==> config.mk <==
export PLATFORM = sky130hd
export DESIGN_NAME = result_scoreboard
export DESIGN_NICKNAME = d
export VERILOG_FILES = /design/src/rtl/result_scoreboard_pkg.sv /design/src/rtl/result_scoreboard_sync_fifo.sv /design/src/rtl/result_scoreboard.sv
export SDC_FILE = /design/constraint.sdc
export NUM_CORES = 1
export LEC_CHECK = 0
export ABC_CLOCK_PERIOD_IN_PS = 4900
export CORE_ASPECT_RATIO = 1.4
export CORE_MARGIN = 1.5
export CORE_UTILIZATION = 32
export CTS_CLUSTER_DIAMETER = 60
export DETAILED_ROUTE_END_ITERATION = 10
export HOLD_SLACK_MARGIN = 0.03
export PLACE_DENSITY = 0.57
export SLEW_MARGIN = 30
export SYNTH_ARGS = -nofsm -noshare
export SYNTH_HDL_FRONTEND = slang
export SYNTH_SLANG_ARGS = --single-unit
==> constraint.sdc <==
create_clock -name ACLK -period 4.9 [get_ports ACLK]
set_input_delay 0.49 -clock ACLK [delete_from_list [all_inputs] [get_ports ACLK]]
set_output_delay 0.49 -clock ACLK [all_outputs]
set_load 0.02 [all_outputs]
==> src/rtl/result_scoreboard_pkg.sv <==
// Shared types and helpers for the result scoreboard: verdict state encoding,
// counter width and a saturating increment.
package result_scoreboard_pkg;

  localparam int CNT_W = 32;

  typedef logic [CNT_W-1:0] cnt_t;

  typedef enum logic [1:0] {
    ST_RUN    = 2'd0,
    ST_PASSED = 2'd1,
    ST_FAILED = 2'd2
  } sb_state_e;

  // Counters stick at all-ones rather than wrapping back to zero.
  function automatic cnt_t satInc(input cnt_t value, input logic enable);
    if (enable && (value != {CNT_W{1'b1}})) begin
      return value + cnt_t'(1);
    end
    return value;
  endfunction

endpackage

==> src/rtl/result_scoreboard_sync_fifo.sv <==
// Synchronous FIFO holding the expected-word queue. Pointers carry one extra
// wrap bit so that full and empty can be told apart.
module result_scoreboard_sync_fifo #(
  parameter int DATA_WIDTH = 32,
  parameter int DEPTH      = 16
) (
  input  logic                  clk_i,
  input  logic                  rst_ni,
  input  logic                  push_i,
  input  logic [DATA_WIDTH-1:0] pushData_i,
  input  logic                  pop_i,
  output logic [DATA_WIDTH-1:0] headData_o,
  output logic                  full_o,
  output logic                  empty_o
);

  localparam int AW = $clog2(DEPTH);

  logic [DATA_WIDTH-1:0] mem_q [DEPTH];
  logic [AW:0]           wrPtr_q;
  logic [AW:0]           rdPtr_q;
  logic                  doPush;
  logic                  doPop;

  assign full_o     = (wrPtr_q[AW] != rdPtr_q[AW]) && (wrPtr_q[AW-1:0] == rdPtr_q[AW-1:0]);
  assign empty_o    = (wrPtr_q == rdPtr_q);
  assign doPush     = push_i && !full_o;
  assign doPop      = pop_i && !empty_o;
  assign headData_o = mem_q[rdPtr_q[AW-1:0]];

  always_ff @(posedge clk_i or negedge rst_ni) begin
    if (!rst_ni) begin
      wrPtr_q <= '0;
      rdPtr_q <= '0;
    end else begin
      if (doPush) wrPtr_q <= wrPtr_q + {{AW{1'b0}}, 1'b1};
      if (doPop)  rdPtr_q <= rdPtr_q + {{AW{1'b0}}, 1'b1};
    end
  end

  // Storage needs no reset: the pointers alone decide what is valid.
  always_ff @(posedge clk_i) begin
    if (doPush) mem_q[wrPtr_q[AW-1:0]] <= pushData_i;
  end

endmodule

==> src/rtl/result_scoreboard.sv <==
// In-order expected/measured comparator with saturating test and failure
// counters, a run timeout and sticky PASS/FAIL verdicts.
module result_scoreboard
  import result_scoreboard_pkg::*;
#(
  parameter int DATA_WIDTH     = 32,
  parameter int DEPTH          = 16,
  parameter int NUM_TESTS      = 10,
  parameter int TIMEOUT_CYCLES = 50000000
) (
  input  logic                  ACLK,
  input  logic                  ARESETN,
  input  logic                  exp_valid,
  output logic                  exp_ready,
  input  logic [DATA_WIDTH-1:0] exp_data,
  input  logic                  meas_valid,
  output logic                  meas_ready,
  input  logic [DATA_WIDTH-1:0] meas_data,
  input  logic                  all_done,
  output logic                  cmp_valid,
  output logic                  cmp_match,
  output logic [DATA_WIDTH-1:0] cmp_expected,
  output logic [DATA_WIDTH-1:0] cmp_measured,
  output logic [CNT_W-1:0]      test_count,
  output logic [CNT_W-1:0]      fail_count,
  output logic                  test_passed,
  output logic                  test_failed,
  output logic                  timed_out
);

  localparam bit   TIMEOUT_EN   = (TIMEOUT_CYCLES != 0);
  localparam cnt_t TIMEOUT_LAST = cnt_t'(TIMEOUT_CYCLES - 1);
  localparam cnt_t PASS_COUNT   = cnt_t'(NUM_TESTS);

  sb_state_e             state_q, state_d;
  cnt_t                  testCount_q, testCount_d;
  cnt_t                  failCount_q, failCount_d;
  cnt_t                  timer_q, timer_d;
  logic                  timedOut_q, timedOut_d;
  logic                  cmpValid_q;
  logic                  cmpMatch_q;
  logic [DATA_WIDTH-1:0] cmpExpected_q;
  logic [DATA_WIDTH-1:0] cmpMeasured_q;

  logic                  fifoFull;
  logic                  fifoEmpty;
  logic [DATA_WIDTH-1:0] fifoHead;
  logic                  pushFire;
  logic                  popFire;
  logic                  headMatch;
  logic                  timeoutHit;

  result_scoreboard_sync_fifo #(
    .DATA_WIDTH(DATA_WIDTH),
    .DEPTH     (DEPTH)
  ) u_expFifo (
    .clk_i     (ACLK),
    .rst_ni    (ARESETN),
    .push_i    (pushFire),
    .pushData_i(exp_data),
    .pop_i     (popFire),
    .headData_o(fifoHead),
    .full_o    (fifoFull),
    .empty_o   (fifoEmpty)
  );

  assign exp_ready  = !fifoFull;
  assign meas_ready = (state_q == ST_RUN) && !fifoEmpty;
  assign pushFire   = exp_valid && exp_ready;
  assign popFire    = meas_valid && meas_ready;
  assign headMatch  = (fifoHead == meas_data);
  assign timeoutHit = TIMEOUT_EN && (timer_q == TIMEOUT_LAST);

  // The verdict looks at the next-state counts so a compare finishing in the
  // same cycle as all_done is included; a timeout overrides all_done.
  always_comb begin
    state_d     = state_q;
    timedOut_d  = timedOut_q;
    timer_d     = timer_q;
    testCount_d = satInc(testCount_q, popFire);
    failCount_d = satInc(failCount_q, popFire && !headMatch);
    if (state_q == ST_RUN) begin
      timer_d = satInc(timer_q, 1'b1);
      if (timeoutHit) begin
        state_d    = ST_FAILED;
        timedOut_d = 1'b1;
      end else if (all_done) begin
        if (failCount_d != '0) begin
          state_d = ST_FAILED;
        end else if (testCount_d == PASS_COUNT) begin
          state_d = ST_PASSED;
        end else begin
          state_d = ST_FAILED;
        end
      end
    end
  end

  always_ff @(posedge ACLK or negedge ARESETN) begin
    if (!ARESETN) begin
      state_q       <= ST_RUN;
      testCount_q   <= '0;
      failCount_q   <= '0;
      timer_q       <= '0;
      timedOut_q    <= 1'b0;
      cmpValid_q    <= 1'b0;
      cmpMatch_q    <= 1'b0;
      cmpExpected_q <= '0;
      cmpMeasured_q <= '0;
    end else begin
      state_q     <= state_d;
      testCount_q <= testCount_d;
      failCount_q <= failCount_d;
      timer_q     <= timer_d;
      timedOut_q  <= timedOut_d;
      cmpValid_q  <= popFire;
      if (popFire) begin
        cmpMatch_q    <= headMatch;
        cmpExpected_q <= fifoHead;
        cmpMeasured_q <= meas_data;
      end
    end
  end

  assign cmp_valid    = cmpValid_q;
  assign cmp_match    = cmpMatch_q;
  assign cmp_expected = cmpExpected_q;
  assign cmp_measured = cmpMeasured_q;
  assign test_count   = testCount_q;
  assign fail_count   = failCount_q;
  assign test_passed  = (state_q == ST_PASSED);
  assign test_failed  = (state_q == ST_FAILED);
  assign timed_out    = timedOut_q;

endmodule

# Word-level counts from Yosys, hierarchy flattened
# Memories as Yosys holds them, arrays and structs flattened.
# Cells that the tools add are included.
[word_totals] register_bits=175 ramBits=512 output_inout_bits=135 elab_cells=61 memories=1
[mem_list] memory="u_expFifo.mem_q" words=16 width=32 read_ports=1 rd_ports_with_merged_regs=0 wr=1 line="result_scoreboard_sync_fifo.sv:19" rtl="logic [DATA_WIDTH-1:0] mem_q [DEPTH];"
[classes] n_addsub=5 n_eq_ne=11 mux=15 n_reduce_logical=18
[ops] cell="2-to-1 mux 32 bit" n=5
[ops] cell="adder 32 x 1 -> 32 bit, second input constant" n=3
[ops] cell="!= test 32 bit, second input constant" n=3
[ops] cell="equality test 32 x 26 -> 1 bit, second input constant" n=1
[ops] cell="equality test 32 bit" n=1
[ops] cell="equality test 32 x 4 -> 1 bit, second input constant" n=1
[ops] cell="nonzero test 32 bit" n=1
[ops] cell="adder 5 x 1 -> 5 bit, second input constant" n=2
[ops] cell="logical AND 1 bit" n=9
[ops] cell="2-to-1 mux 2 bit" n=4
[ops] cell="2-to-1 mux 1 bit" n=6
[ops] cell="AND reduction 2 bit" n=3
[ops] cell="equality test 5 bit" n=1
[ops] cell="equality test 4 bit" n=1
[ops] cell="logical NOT 1 bit" n=3
[ops] cell="equality test 2 x 1 -> 1 bit, second input constant" n=1
[ops] cell="equality test 2 bit, second input constant" n=1
[ops] cell="logical NOT 2 bit" n=1
[ops] cell="nonzero test 2 bit" n=1
[ops] cell="!= test 1 bit" n=1

# Depth between registers and ports, before layout
[logic_depth] depth_word=12 mapped_depth=18 ltp_nobuf=12

# Cells and area by module
# Synthesis repeated with hierarchy kept, for this count alone.
[unflattened] cells_unflattened=1783 area_unflattened_um2=28481.1
[by_module_without_submodules] mod="result_scoreboard_sync_fifo" instances=1 cells_each=863 area_each_um2=19957.9
[by_module_without_submodules] mod="result_scoreboard" instances=1 cells_each=920 area_each_um2=8523.2

# Least setup slack after synthesis
# No wires, ideal clock.
[synth_timing] kind="flip-flop to flip-flop" startpoint="register u_expFifo.rdPtr_q[0]" endpoint="memory u_expFifo.mem_q[3][0], enable pin" setup_ns=0.461 arrival_time_ns=3.837 required_ns=4.439 setup_slack_ns=0.602 stages_incl_launch_ff=10 n_path_buf=3 cell_sequence="dfrtp_1 buf_6 buf_6 xor2_1 nor4_2 nand2b_1 and2_1 clkbuf_1 nand2_1 nor3_1"
[synth_between] elab_chain_cells=7
[synth_lines] item="start, declared" line="result_scoreboard_sync_fifo.sv:21" rtl="logic [AW:0] rdPtr_q;"
[synth_lines] item="start signal, assigned" line="result_scoreboard_sync_fifo.sv:37" rtl="if (doPop) rdPtr_q <= rdPtr_q + {{AW{1'b0}}, 1'b1};"
[synth_lines] item="equality test 4 bit (*)" line="result_scoreboard_sync_fifo.sv:25" rtl="assign full_o = (wrPtr_q[AW] != rdPtr_q[AW]) && (wrPtr_q[AW-1:0] == rdPtr_q[AW-1:0]);"
[synth_lines] item="logical AND 1 bit (*)" line="result_scoreboard_sync_fifo.sv:25"
[synth_lines] item="logical NOT 1 bit (*)" line="result_scoreboard.sv:67" rtl="assign exp_ready = !fifoFull;"
[synth_lines] item="net exp_ready" line="result_scoreboard.sv:14" rtl="output logic exp_ready,"
[synth_lines] item="logical AND 1 bit" line="result_scoreboard.sv:69" rtl="assign pushFire = exp_valid && exp_ready;"
[synth_lines] item="logical AND 1 bit (*)" line="result_scoreboard_sync_fifo.sv:27" rtl="assign doPush = push_i && !full_o;"
[synth_lines] item="2-to-1 mux 1 bit (*)" line="result_scoreboard_sync_fifo.sv:43" rtl="if (doPush) mem_q[wrPtr_q[AW-1:0]] <= pushData_i;"
[synth_lines] item="2-to-1 mux 1 bit (implied by the code) (*)" line="result_scoreboard_sync_fifo.sv:43"
[synth_lines] item="end, declared" line="result_scoreboard_sync_fifo.sv:19"
# Mark *: on every way through the listed nets, which the timed path passes. The rest lies on a longest branch.

# Worst setup path after layout
[layout_timing] startpoint="register u_expFifo.rdPtr_q[0]" endpoint="register state_q[0]"
[layout_between] elab_chain_cells=12 word_cells_on_any_way=20 cone_classes="eq/ne: 3; mux: 8; reduce/logical: 8; memory: 1"
[layout_lines] item="equality test 5 bit" line="result_scoreboard_sync_fifo.sv:26" rtl="assign empty_o = (wrPtr_q == rdPtr_q);"
[layout_lines] item="logical NOT 1 bit" line="result_scoreboard.sv:68" rtl="assign meas_ready = (state_q == ST_RUN) && !fifoEmpty;"
[layout_lines] item="logical AND 1 bit" line="result_scoreboard.sv:68"
[layout_lines] item="logical AND 1 bit" line="result_scoreboard.sv:70" rtl="assign popFire = meas_valid && meas_ready;"
[layout_lines] item="logical AND 1 bit" line="result_scoreboard_pkg.sv:17" rtl="if (enable && (value != {CNT_W{1'b1}})) begin"
[layout_lines] item="2-to-1 mux 1 bit" line="result_scoreboard_pkg.sv:17"
[layout_lines] item="2-to-1 mux 32 bit" line="result_scoreboard_pkg.sv:20" rtl="return value;"
[layout_lines] item="net testCount_d[14]" line="result_scoreboard.sv:36" rtl="cnt_t testCount_q, testCount_d;"
[layout_lines] item="equality test 32 x 4 -> 1 bit" line="result_scoreboard.sv:90" rtl="end else if (testCount_d == PASS_COUNT) begin"
[layout_lines] item="2-to-1 mux 2 bit" line="result_scoreboard.sv:90"
[layout_lines] item="2-to-1 mux 2 bit" line="result_scoreboard.sv:88" rtl="if (failCount_d != '0) begin"
[layout_lines] item="2-to-1 mux 2 bit" line="result_scoreboard.sv:87" rtl="end else if (all_done) begin"
[layout_lines] item="2-to-1 mux 2 bit" line="result_scoreboard.sv:84" rtl="if (timeoutHit) begin"
[layout_lines] item="end signal, assigned" line="result_scoreboard.sv:111" rtl="state_q <= state_d;"
[layout_lines] item="end, declared" line="result_scoreboard.sv:35" rtl="sb_state_e state_q, state_d;"
# The timed path passes the listed nets, and every way through them passes these cells. The select of a mux whose other input is x is not followed.
# A chain may end at the register's enable or synchronous reset.

==> results.sh <==
export IMPL_arrival_ns=5.26
export IMPL_syn_to_final_growth_pct=20.6
export IMPL_die_area_um2=92100
export IMPL_power_density_nw_per_um2=371
export IMPL_outcome="completed"
export IMPL_fp_dieH_um=358
export IMPL_syn_cell_area_um2=28900
export IMPL_yosysUniqueCellTypes=80
export IMPL_path_depth=13
export IMPL_fmax_ghz=0.211
export IMPL_slew_viol_final=0
export IMPL_hpwl_mm=56.3
export IMPL_yosysWarningCount=0
export IMPL_synth_seq_cells=687
export IMPL_r2r_start="u_expFifo.rdPtr_q[0]$_DFFE_PN0P_"
export IMPL_r2r_worst_path_cells=13
export IMPL_setup_viol=0
export IMPL_gp_congestion=0.921
export IMPL_fin_nets=2193
export IMPL_regArea_um2=19800
export IMPL_n_fill_cell=8276
export IMPL_synth_top_area_share_pct=53.2
export IMPL_yosysTopAreaCell="edfxtp_1"
export IMPL_cts_sinks=687
export IMPL_syn_area_per_cell_um2=15.5
export IMPL_startpoint="u_expFifo.rdPtr_q[0]$_DFFE_PN0P_"
export IMPL_num_vias=17526
export IMPL_r2r_end="state_q[0]$_DFFE_PN0P_"
export IMPL_synth_edff_count=512
export IMPL_slew_headroom_pct=30.8
export IMPL_hp_class="input pin to asynchronous set/reset pin"
export IMPL_max_stage_delay_ns=0.58
export IMPL_ir_drop_mv=0.323
export IMPL_grt_max_degree=112
export IMPL_track_usage_pct=18.4
export IMPL_crit_end="state_q[0]$_DFFE_PN0P_"
export IMPL_drt_total_wl_mm=85.2
export IMPL_clkSlewWorstSetupHoldPaths_ns=0.07
export IMPL_grt_antenna_before_repair=7
export IMPL_critical_path_n_buffers_inverters=2
export IMPL_fin_util_pct=38.9
export IMPL_synth_fp_nets=1945
export IMPL_crit_top_cell="xor2_1"
export IMPL_clockRootBuffer="clkbuf_16"
export IMPL_dp_cells=3239
export IMPL_min_period_ns=4.74
export IMPL_grt_pass1_vias=18074
export IMPL_cp_slowest_cell="nor4b_1"
export IMPL_drc=0
export IMPL_place_ws_ns=-0.00736
export IMPL_portBuffers=203
export IMPL_cp_cell_sequence="buf_12 > xor2_1 > nor4_2 > a21o_4 > nor4_1 > xor2_1 > or4b_1 > nor4b_1 > nor4b_4 > buf_4 > o2111ai_1 > a2111o_1 > o41ai_2"
export IMPL_fp_coreArea_um2=89600
export IMPL_wire_per_inst_um=25.4
export IMPL_start_util_pct=32.2
export IMPL_p_leak_uw=0.0119
export IMPL_drive_gt1_share_pct=15.4
export IMPL_hold_viol=0
export IMPL_drtPass1Iterations=6
export IMPL_finalWorstSetupSlack_ns=0.163
export IMPL_crit_path_max_fanout=38
export IMPL_io_pins=204
export IMPL_path_class="flip-flop to flip-flop"
export IMPL_max_cap_violations=0
export IMPL_postRouteAntennaNets=0
export IMPL_synthCells=1868
export IMPL_whs_ns=0.320
export IMPL_finalClockSkew_ns=0.0358
export IMPL_synth_yosys_seq_area_share_pct=68.4
export IMPL_synth_main_ff_cell="edfxtp_1"
export IMPL_post_cts_repair_setup_buffers=0
export IMPL_dr_first_iter_drc_count=1403
export IMPL_rows=130
export IMPL_cts_buffer_depth=3
export IMPL_period_share_pct=96.7
export IMPL_cpLargestDelayFamily="simple AND/OR/NAND/NOR gates"
export IMPL_die_w_um=257
export IMPL_r2r_slack_ns=0.16
export IMPL_numCtsBuffers=61
export IMPL_fin_cells=3360
export IMPL_async_reset_ff_share_pct=25.5
export IMPL_cts_tree="built"
export IMPL_tightest_slew_ns=1.03
export IMPL_startpoint_type="flip-flop"
export IMPL_htree_levels=2
export IMPL_clk_latency_ns=0.66
export IMPL_critPathCaptureType="flip-flop"
export IMPL_multi_input_area_um2=8710
export IMPL_worstPathRequired_ns=5.43
export IMPL_rsz0062_at_grt="no"
export IMPL_synthTopCellsByArea="edfxtp_1 53%, dfrtp_1 15%, mux4_2 8.1%"
export IMPL_vias_per_cell=5.22
export IMPL_grt_overflow=0
export IMPL_grt_pass1_wl_mm=124
## cells in the mapped netlist, types with 5 or more instances
cell type,count
edfxtp_1,512
nand2_1,216
dfrtp_1,175
nor2_1,108
mux4_2,104
xnor2_1,101
mux2i_1,79
nand3_1,49
clkbuf_1,44
o21ai_0,44
xor2_1,43
nand4_1,40
nor3_1,34
buf_2,18
a21oi_1,16
a22oi_1,15
and3_1,15
mux2_2,15
and4_1,14
inv_1,14
a31oi_1,13
and2_1,13
nor4_1,12
buf_6,11
nand2b_1,11
a211oi_1,10
o22ai_1,10
a22o_1,9
buf_1,8
ha_1,8
a221oi_1,6
nor2b_1,6
or3_1,6
or2_2,5
## layout by cell type (no fill, tap or decap), drive strengths merged, types with 5 or more instances in the layout
master and n:
nor3 35, a22oi 15, nor4 14, or2 5
mux4 104, a211oi 10, nor2b 6, nand2b 11
clkbuf 80, o22ai 10, a31oi 13, xnor2 101
edfxtp 512, mux2i 80, o21ai 46, clkdlybuf4s50 202
clkinv 23, dfrtp 175, and2 13, xor2 43
nand2 216, nand3 49, mux2 16, clkinvlp 5
a22o 9, bufinv 7, a221oi 9, and4 14
and3 15, buf 71, a21oi 16, inv 14
nor2 108, nand4 41, ha 8, or3 6
## final cells by class
class	instances	area share, %
Antenna cell	4	0.0287
Inverter	14	0.151
Sequential cell	687	56.8
Multi-Input combinational cell	1078	25.0
Clock buffer	80	4.92
Tap cell	1188	4.27
Timing Repair Buffer	274	7.70
Clock inverter	35	1.14
## registers in the layout, indices dropped and copies added, names as in the netlist
name / flops
timed_out: 1
cmp_expected: 32
u_expFifo.wrPtr_q: 5
cmp_measured: 32
u_expFifo.rdPtr_q: 5
cmp_valid: 1
u_expFifo.mem_q: 512
cmp_match: 1
timer_q: 32
test_count: 32
state_q: 2
fail_count: 32
## routing by layer
metal | up-vias | track usage [%] | share of wire [%]
met2 | 677 | 32.7 | 51
met4 | 6 | 6.75 | 3.4
met1 | 9067 | 22.4 | 39
met5 | - | 0 | 0.043
li1 | 7630 | - | -
met3 | 146 | 3.19 | 6.4
## worst min path at each step
stage,slack [ns],from,to
3_5_place_dp,0.46,timer_q[15]$_DFFE_PN0P_,timer_q[15]$_DFFE_PN0P_
5_1_grt,0.34,ARESETN,test_count[23]$_DFF_PN0_
6_report,0.32,ARESETN,test_count[23]$_DFF_PN0_
3_3_place_gp,0.45,timer_q[15]$_DFFE_PN0P_,timer_q[15]$_DFFE_PN0P_
4_1_cts,0.47,timer_q[15]$_DFFE_PN0P_,timer_q[15]$_DFFE_PN0P_
2_1_floorplan,0.19,ARESETN,cmp_expected[0]$_DFFE_PN0N_
## cell families after synthesis
group	after synthesis	synth area share, %
buffers and inverters	103	1.92
XOR/XNOR	144	4.37
AO/OA/AOI/OAI	177	4.35
flip-flops	687	68.4
adder cells (fa/ha/maj)	8	0.347
multiplexers	200	11.6
AND/OR/NAND/NOR	549	9.06
## worst register-to-register path, stage by stage (launching register included)
cell,delay [ns]
dfrtp_4,0.55
buf_12,0.30
xor2_1,0.27
nor4_2,0.09
a21o_4,0.27
nor4_1,0.36
xor2_1,0.15
or4b_1,0.56
nor4b_1,0.58
nor4b_4,0.39
buf_4,0.18
o2111ai_1,0.11
a2111o_1,0.45
o41ai_2,0.34
## stage by stage
stage / area [um2] / TNS [ns] / total power (uW)
floorplan: 28900 / 0 / 7400
global placement: 32600 / 0 / 8000
detailed placement: 32600 / -0.00736 / 8040
CTS: 34800 / 0 / 13000
global route: 34800 / 0 / 13300
finish: 34800 / 0 / 12900
## timing repair
item,4_1_cts,5_1_grt
endpoints found under the hold margin,44,0
resized for setup,1,2
setup endpoints to repair,2,2
hold buffers,1,0
## power by group
group	internal, uW	switching, uW	total, uW
Sequential	6730	129	6850
Combinational	296	754	1050
Clock	2840	2190	5030
(Power assumes the default switching activity.)
